$ cat src/rtl/mem_port_arbiter_pkg.sv
// Shared types and defaults for the fetch/data memory-port arbiter.
// Latency: n/a (declarations only).
// Backpressure: n/a (declarations only).
package mips_arb_pkg;

    localparam int WORD_W             = 32;
    localparam int DEF_MAX_DGRANT     = 4;
    localparam int DEF_TIMEOUT_CYCLES = 255;

    typedef logic [WORD_W-1:0] word_t;

    typedef enum logic [1:0] {
        IDLE    = 2'd0,
        BUSY_IF = 2'd1,
        BUSY_D  = 2'd2
    } arb_state_e;

    // Command latched at grant time and held on the memory port until completion.
    typedef struct packed {
        logic  we;
        word_t addr;
        word_t wdata;
    } mem_cmd_t;

endpackage

$ cat src/rtl/mem_port_arbiter_if.sv
// Single-ported memory bus between the arbiter (master) and the memory (slave).
// Latency: n/a (wires only).
// Backpressure: m_ready completes the transaction held by m_req.
interface mem_port_arbiter_if;
    import mips_arb_pkg::*;

    logic  m_req;
    logic  m_we;
    word_t m_addr;
    word_t m_wdata;
    word_t m_rdata;
    logic  m_ready;

    modport master (
        output m_req, m_we, m_addr, m_wdata,
        input  m_rdata, m_ready
    );

    modport slave (
        input  m_req, m_we, m_addr, m_wdata,
        output m_rdata, m_ready
    );

endinterface

$ cat src/rtl/mem_port_arbiter_grant_logic.sv
// Combinational grant selection with ack-cycle masking and starvation-count update.
// Latency: 0 cycles (pure combinational).
// Backpressure: grants only while idle; a port whose ack is high this cycle is masked.
module arb_grant_logic
    import mips_arb_pkg::*;
#(
    parameter int MAX_DGRANT = DEF_MAX_DGRANT,
    parameter int CNT_W      = $clog2(MAX_DGRANT + 1)
) (
    input  logic             idle,
    input  logic             if_req,
    input  logic             d_req,
    input  logic             if_ack,
    input  logic             d_ack,
    input  logic [CNT_W-1:0] dgrant_cnt,
    output logic             grant_if,
    output logic             grant_d,
    output logic [CNT_W-1:0] dgrant_cnt_nxt
);

    localparam logic [CNT_W-1:0] CNT_MAX = CNT_W'(MAX_DGRANT);

    logic if_live;
    logic d_live;
    logic under_limit;

    // Data wins unless fetch is waiting and data has used up its consecutive-grant budget.
    always_comb begin
        if_live        = if_req & ~if_ack;
        d_live         = d_req & ~d_ack;
        under_limit    = (dgrant_cnt < CNT_MAX);
        grant_d        = idle & d_live & (~if_live | under_limit);
        grant_if       = idle & if_live & ~grant_d;
        dgrant_cnt_nxt = dgrant_cnt;
        if (idle) begin
            if (grant_if || !if_live) begin
                dgrant_cnt_nxt = '0;
            end else if (grant_d && under_limit) begin
                dgrant_cnt_nxt = dgrant_cnt + CNT_W'(1);
            end
        end
    end

endmodule

$ cat src/rtl/mem_port_arbiter.sv
// Shares one variable-latency memory port between fetch (read-only) and data (load/store); optional watchdog under ARB_TIMEOUT_EN.
// Latency: request to m_req 1 cycle; ack on the edge sampling m_ready=1; minimum round trip 2 cycles.
// Backpressure: one transaction at a time; requesters hold req until ack, memory stalls by holding m_ready low.
module mem_port_arbiter
    import mips_arb_pkg::*;
#(
    parameter int MAX_DGRANT = DEF_MAX_DGRANT
`ifdef ARB_TIMEOUT_EN
    , parameter int TIMEOUT_CYCLES = DEF_TIMEOUT_CYCLES
`endif
) (
    input  logic  clk,
    input  logic  rst_n,
    input  logic  if_req,
    input  word_t if_addr,
    output logic  if_ack,
    output word_t if_rdata,
    output logic  if_err,
    input  logic  d_req,
    input  logic  d_we,
    input  word_t d_addr,
    input  word_t d_wdata,
    output logic  d_ack,
    output word_t d_rdata,
    output logic  d_err,
    mem_port_arbiter_if.master mem
);

    localparam int CNT_W = $clog2(MAX_DGRANT + 1);

    arb_state_e       state_q, state_nxt;
    mem_cmd_t         cmd_q, cmd_nxt;
    logic             m_req_q, m_req_nxt;
    logic             if_ack_nxt, d_ack_nxt;
    word_t            if_rdata_nxt, d_rdata_nxt;
    logic [CNT_W-1:0] dgrant_cnt_q, dgrant_cnt_nxt;
    logic             grant_if, grant_d;

`ifdef ARB_TIMEOUT_EN
    localparam int               TCNT_W    = $clog2(TIMEOUT_CYCLES + 1);
    localparam logic [TCNT_W-1:0] TCNT_LAST = TCNT_W'(TIMEOUT_CYCLES - 1);

    logic [TCNT_W-1:0] tcnt_q, tcnt_nxt;
    logic              if_err_nxt, d_err_nxt;
`endif

    arb_grant_logic #(
        .MAX_DGRANT (MAX_DGRANT),
        .CNT_W      (CNT_W)
    ) u_grant (
        .idle           (state_q == IDLE),
        .if_req         (if_req),
        .d_req          (d_req),
        .if_ack         (if_ack),
        .d_ack          (d_ack),
        .dgrant_cnt     (dgrant_cnt_q),
        .grant_if       (grant_if),
        .grant_d        (grant_d),
        .dgrant_cnt_nxt (dgrant_cnt_nxt)
    );

    // Next state: latch the winner's command in IDLE, complete (or time out) in BUSY.
    always_comb begin
        state_nxt    = state_q;
        cmd_nxt      = cmd_q;
        m_req_nxt    = m_req_q;
        if_ack_nxt   = 1'b0;
        d_ack_nxt    = 1'b0;
        if_rdata_nxt = if_rdata;
        d_rdata_nxt  = d_rdata;
`ifdef ARB_TIMEOUT_EN
        if_err_nxt   = 1'b0;
        d_err_nxt    = 1'b0;
        tcnt_nxt     = tcnt_q;
`endif
        case (state_q)
            IDLE: begin
`ifdef ARB_TIMEOUT_EN
                tcnt_nxt = '0;
`endif
                if (grant_d) begin
                    state_nxt = BUSY_D;
                    m_req_nxt = 1'b1;
                    cmd_nxt   = '{we: d_we, addr: d_addr, wdata: d_wdata};
                end else if (grant_if) begin
                    state_nxt = BUSY_IF;
                    m_req_nxt = 1'b1;
                    cmd_nxt   = '{we: 1'b0, addr: if_addr, wdata: '0};
                end
            end
            BUSY_IF, BUSY_D: begin
                if (mem.m_ready) begin
                    state_nxt  = IDLE;
                    m_req_nxt  = 1'b0;
                    cmd_nxt.we = 1'b0;
                    if (state_q == BUSY_IF) begin
                        if_ack_nxt   = 1'b1;
                        if_rdata_nxt = mem.m_rdata;
                    end else begin
                        d_ack_nxt = 1'b1;
                        if (!cmd_q.we) begin
                            d_rdata_nxt = mem.m_rdata;
                        end
                    end
                end
`ifdef ARB_TIMEOUT_EN
                else if (tcnt_q == TCNT_LAST) begin
                    // Give up: ack with error, leave the port's read data alone.
                    state_nxt  = IDLE;
                    m_req_nxt  = 1'b0;
                    cmd_nxt.we = 1'b0;
                    if (state_q == BUSY_IF) begin
                        if_ack_nxt = 1'b1;
                        if_err_nxt = 1'b1;
                    end else begin
                        d_ack_nxt = 1'b1;
                        d_err_nxt = 1'b1;
                    end
                end else begin
                    tcnt_nxt = tcnt_q + TCNT_W'(1);
                end
`endif
            end
            default: begin
                state_nxt = IDLE;
                m_req_nxt = 1'b0;
            end
        endcase
    end

    // State and output registers; reset abandons any transaction in flight.
    always_ff @(posedge clk or negedge rst_n) begin
        if (!rst_n) begin
            state_q      <= IDLE;
            cmd_q        <= '0;
            m_req_q      <= 1'b0;
            if_ack       <= 1'b0;
            d_ack        <= 1'b0;
            if_rdata     <= '0;
            d_rdata      <= '0;
            dgrant_cnt_q <= '0;
        end else begin
            state_q      <= state_nxt;
            cmd_q        <= cmd_nxt;
            m_req_q      <= m_req_nxt;
            if_ack       <= if_ack_nxt;
            d_ack        <= d_ack_nxt;
            if_rdata     <= if_rdata_nxt;
            d_rdata      <= d_rdata_nxt;
            dgrant_cnt_q <= dgrant_cnt_nxt;
        end
    end

`ifdef ARB_TIMEOUT_EN
    // Watchdog counter and error flags.
    always_ff @(posedge clk or negedge rst_n) begin
        if (!rst_n) begin
            tcnt_q <= '0;
            if_err <= 1'b0;
            d_err  <= 1'b0;
        end else begin
            tcnt_q <= tcnt_nxt;
            if_err <= if_err_nxt;
            d_err  <= d_err_nxt;
        end
    end
`else
    assign if_err = 1'b0;
    assign d_err  = 1'b0;
`endif

    assign mem.m_req   = m_req_q;
    assign mem.m_we    = cmd_q.we;
    assign mem.m_addr  = cmd_q.addr;
    assign mem.m_wdata = cmd_q.wdata;

endmodule
$ cat src/flat_wrapper.sv
// flat-port wrapper written by rule: the top's interface ports become plain ports
module mem_port_arbiter_flat import mips_arb_pkg::*;
#(
    parameter int MAX_DGRANT = DEF_MAX_DGRANT

)
  (clk, rst_n, if_req, if_addr, if_ack, if_rdata, if_err, d_req, d_we, d_addr, d_wdata, d_ack, d_rdata, d_err, mem_m_req, mem_m_we, mem_m_addr, mem_m_wdata, mem_m_rdata, mem_m_ready);
  mem_port_arbiter_if mem_i ();
  input  logic clk;
  input  logic rst_n;
  input  logic if_req;
  input  word_t if_addr;
  output logic if_ack;
  output word_t if_rdata;
  output logic if_err;
  input  logic d_req;
  input  logic d_we;
  input  word_t d_addr;
  input  word_t d_wdata;
  output logic d_ack;
  output word_t d_rdata;
  output logic d_err;
  output wire logic [$bits(mem_i.m_req)-1:0] mem_m_req;
  output wire logic [$bits(mem_i.m_we)-1:0] mem_m_we;
  output wire logic [$bits(mem_i.m_addr)-1:0] mem_m_addr;
  output wire logic [$bits(mem_i.m_wdata)-1:0] mem_m_wdata;
  input wire logic [$bits(mem_i.m_rdata)-1:0] mem_m_rdata;
  input wire logic [$bits(mem_i.m_ready)-1:0] mem_m_ready;
  assign mem_m_req = mem_i.m_req;
  assign mem_m_we = mem_i.m_we;
  assign mem_m_addr = mem_i.m_addr;
  assign mem_m_wdata = mem_i.m_wdata;
  assign mem_i.m_rdata = mem_m_rdata;
  assign mem_i.m_ready = mem_m_ready;
  mem_port_arbiter #(.MAX_DGRANT(MAX_DGRANT)) u_core (.clk(clk), .rst_n(rst_n), .if_req(if_req), .if_addr(if_addr), .if_ack(if_ack), .if_rdata(if_rdata), .if_err(if_err), .d_req(d_req), .d_we(d_we), .d_addr(d_addr), .d_wdata(d_wdata), .d_ack(d_ack), .d_rdata(d_rdata), .d_err(d_err), .mem(mem_i));
endmodule
$ cat config.mk
export PLATFORM = sky130hd
export DESIGN_NAME = mem_port_arbiter_flat
export DESIGN_NICKNAME = d
export VERILOG_FILES = /design/src/rtl/mem_port_arbiter_pkg.sv /design/src/rtl/mem_port_arbiter_if.sv /design/src/rtl/mem_port_arbiter_grant_logic.sv /design/src/rtl/mem_port_arbiter.sv /design/src/flat_wrapper.sv
export SDC_FILE = /design/constraint.sdc
export NUM_CORES = 1
export LEC_CHECK = 0
export BUFFER_PORTS_ARGS = -buffer_cell sky130_fd_sc_hd__buf_2
export CORE_MARGIN = 2
export CORE_UTILIZATION = 40
export DETAILED_ROUTE_END_ITERATION = 6
export PLACE_DENSITY = 0.79
export SLEW_MARGIN = 40
export SYNTH_ARGS = -nofsm -noshare
export SYNTH_HDL_FRONTEND = slang
export SYNTH_HIERARCHICAL = 1
export SYNTH_SLANG_ARGS = --single-unit
$ cat constraint.sdc
create_clock -name clk -period 1.7 [get_ports clk]
set_input_delay 0.255 -clock clk [delete_from_list [all_inputs] [get_ports clk]]
set_output_delay 0.255 -clock clk [all_outputs]
set_load 0.1 [all_outputs]
==> reports/metrics.cfg <==
[die]
initial_core_util=0.4119
chip_height_microns=121.0
row_count=42
ioPinCount=268
floorplan.core_area_sq_um=13300
horizontal_die_dimension_microns=121.0
die_area_sq_um=14640

[sta]
fmaxAchievable_mhz=566.0
fin_crit_sh=1.039
final.setup_skew_ns=0.009713
relative_slew_margins=0.6493
final.min_clock_period_ns=1.767
rsz0062_at_grt=yes
fin_ws_ns=-0.06680
fin_tns_setup_ns=-2.735
report.final.setup_viol=80
hold_violations=0
worst_pin_slew_ns=0.5297
final-max-slew-violation-count=0

[synthesis]
synthesis.instances=394
ys.warnings.count=6
synth.top_cell.area_share=0.6260
synthMostInstantiatedCell=sky130_fd_sc_hd__dfrtp_1
synth_async_sr_flop_share=1.000
synth_enable_flop_cells=0
syn-cell-area_sq_um=5477
synth_ff_type=sky130_fd_sc_hd__dfrtp_1
yosys-top-cells-count=sky130_fd_sc_hd__dfrtp_1, sky130_fd_sc_hd__mux2_2, sky130_fd_sc_hd__nand2_1
post_synth_top_area_cell=sky130_fd_sc_hd__dfrtp_1
synth_seq_cells=137
synthTopCellsByArea=sky130_fd_sc_hd__dfrtp_1, sky130_fd_sc_hd__mux2_2, sky130_fd_sc_hd__mux2i_1
syn_avg_cell_area_sq_um=13.90
synth-seq-area-share=0.6260
ys_types=32

[worst_setup_path]
cp-end-kind=register
critical_path_required_ns=2.03
critical_path.top_delay_family=simple AND/OR/NAND/NOR gates
critical_path.n_buffers_inverters=1
crit_chain=or3b_4 -> nor2b_4 -> o21ai_4 -> buf_12 -> nand2_1 -> o21ai_1
worst_ep_arrival_time_ns=2.10
critical_path.slowest_cell=sky130_fd_sc_hd__dfrtp_4
critical_path.max_fanout=56
worstSetupPathType=register to register
timing.critical_path.from_type=register
cpPeakStageDelay_ns=0.47

[detailed_routing]
wire_length_per_cell_after_detailed_routing_microns=17.95
dr_total_vias=4341
route.antenna.remaining_nets=0
vias_cell=4.939
postRouteWirelength_microns=15780
detail_route.first_pass.iterations=4
detailed_route_iter0_violations=128
drc=0

[job]
cap_violations=0

[place]
hpwl_microns=10070
place.detailed.instances=828
gp_congestion=0.7839
io_buffer_count=265

[global_route]
grt_pass1_wl_microns=24030
global_route.usage.total=0.2145
remaining_overflow_grt=0
antenna_violations_before_repair=1
vias_in_the_first_global_route=4545
maximum_number_of_pins_on_one_net_before_global_route_repair=57

[finish]
design.final.nets=827
share_of_layout_cells_above_drive_strength_1=0.5926
finish.utilization=0.6132
fillers=1037
finalNonFillerCells=879
layout-area-overhead-vs-synth_pct=48.87

[cts]
cts_tree=done
cts.reportedPaths.clkPinSlew_ns=0.06
cts_htree_levels=4
ctsLongestPathBuffers=2
clock-root-buffer=sky130_fd_sc_hd__clkbuf_16
cts-buffers-inserted=17
worstSkewPairLatency_ns=0.41
clock-sinks=137

[status]
failing_checks=negative setup slack
outcome=finished with violations

[worst_hold_path]
min_path_type=input port to register

## cells in the final DEF, fill, tap and decap left out, drive strengths merged, types with 2 or more instances in the layout
cell,instances
a31oi,2
nor2b,2
a22o,32
clkbuf,20
dfrtp,137
nand3b,2
conb,2
mux2,65
clkinv,5
nand2,34
clkinvlp,4
nand2b,3
inv,10
o32ai,2
ha,4
buf,296
and2,4
mux2i,32
o21ai,34
## worst paths after layout
check	from	to	slack, ns	cells past startpoint
max in group asynchronous	rst_n	u_core/mem.m_wdata[31]	0.78	3
hold / removal	d_wdata[14]	u_core/mem.m_wdata[14]	0.06	2
setup reg to reg	u_core/d_ack	u_core/mem.m_addr[21]	-0.07	6
setup / recovery	u_core/d_ack	u_core/mem.m_addr[21]	-0.07	6
min in group asynchronous	rst_n	u_core/d_rdata[8]	0.30	2
hold reg to reg	u_core/mem.m_addr[2]	u_core/mem.m_addr[2]	0.48	2
## kinds of logic after synthesis
| group | after synthesis | synth area share |
|---|---|---|
| compound gates | 75 | 0.09504 |
| other cells | 1 | 0.0006847 |
| simple gates | 47 | 0.04204 |
| mux | 97 | 0.1921 |
| buf+inv | 33 | 0.03495 |
| flops | 137 | 0.6260 |
| fa+ha+maj | 4 | 0.009139 |
## flip-flops by register name, summed over array words and instances, names as in the netlist
name	cells
u_core/mem.m_wdata	32
u_core/mem.m_addr	32
u_core/d_ack	1
u_core/mem.m_req	1
u_core/if_ack	1
u_core/if_rdata	32
u_core/mem.m_we	1
u_core/state_q	2
u_core/d_rdata	32
u_core/dgrant_cnt_q	3
## per-stage QoR
step	hold slack (ns)	worst slack (ns)	area, sq um
after global routing	0.04467	-0.1320	8153
after floorplan	-0.04059	-0.2120	5582
after detailed placement	0.1913	-0.07628	7133
after global placement	0.1839	-0.01069	7133
after CTS	0.04217	-0.05267	8119
final	0.05894	-0.06680	8153
## cell type report
type | instances | area [sq um] | area share
clock inverter | 13 | 122.6 | 0.01504
clock buffer | 19 | 432.9 | 0.05310
antenna | 1 | 2.502 | 0.0003069
multi-input combinational | 228 | 2108 | 0.2586
timing repair buffer | 298 | 1803 | 0.2211
sequential | 137 | 3437 | 0.4216
inverter | 7 | 26.28 | 0.003223
tap | 176 | 220.2 | 0.02701
## metal layers
metal	vias to the layer above	wire length [microns]	global-route usage
li1	2006	-	-
met1	2120	6112	0.2455
met2	200	8137	0.3725
met3	15	1345	0.07284
met4	0	185	0.07631
met5	-	0	0
## timing repair
item                       CTS  global route
hold buffers                 1             0
gates resized for setup     50            10
buffers inserted             9             2
gates cloned                 8             1
hold endpoints to repair    38             0
setup endpoints to repair   97           119
pin swaps                    5             5
Power is not shown: default switching activity piles up to over one toggle a cycle in this logic, so the estimate is an artifact.
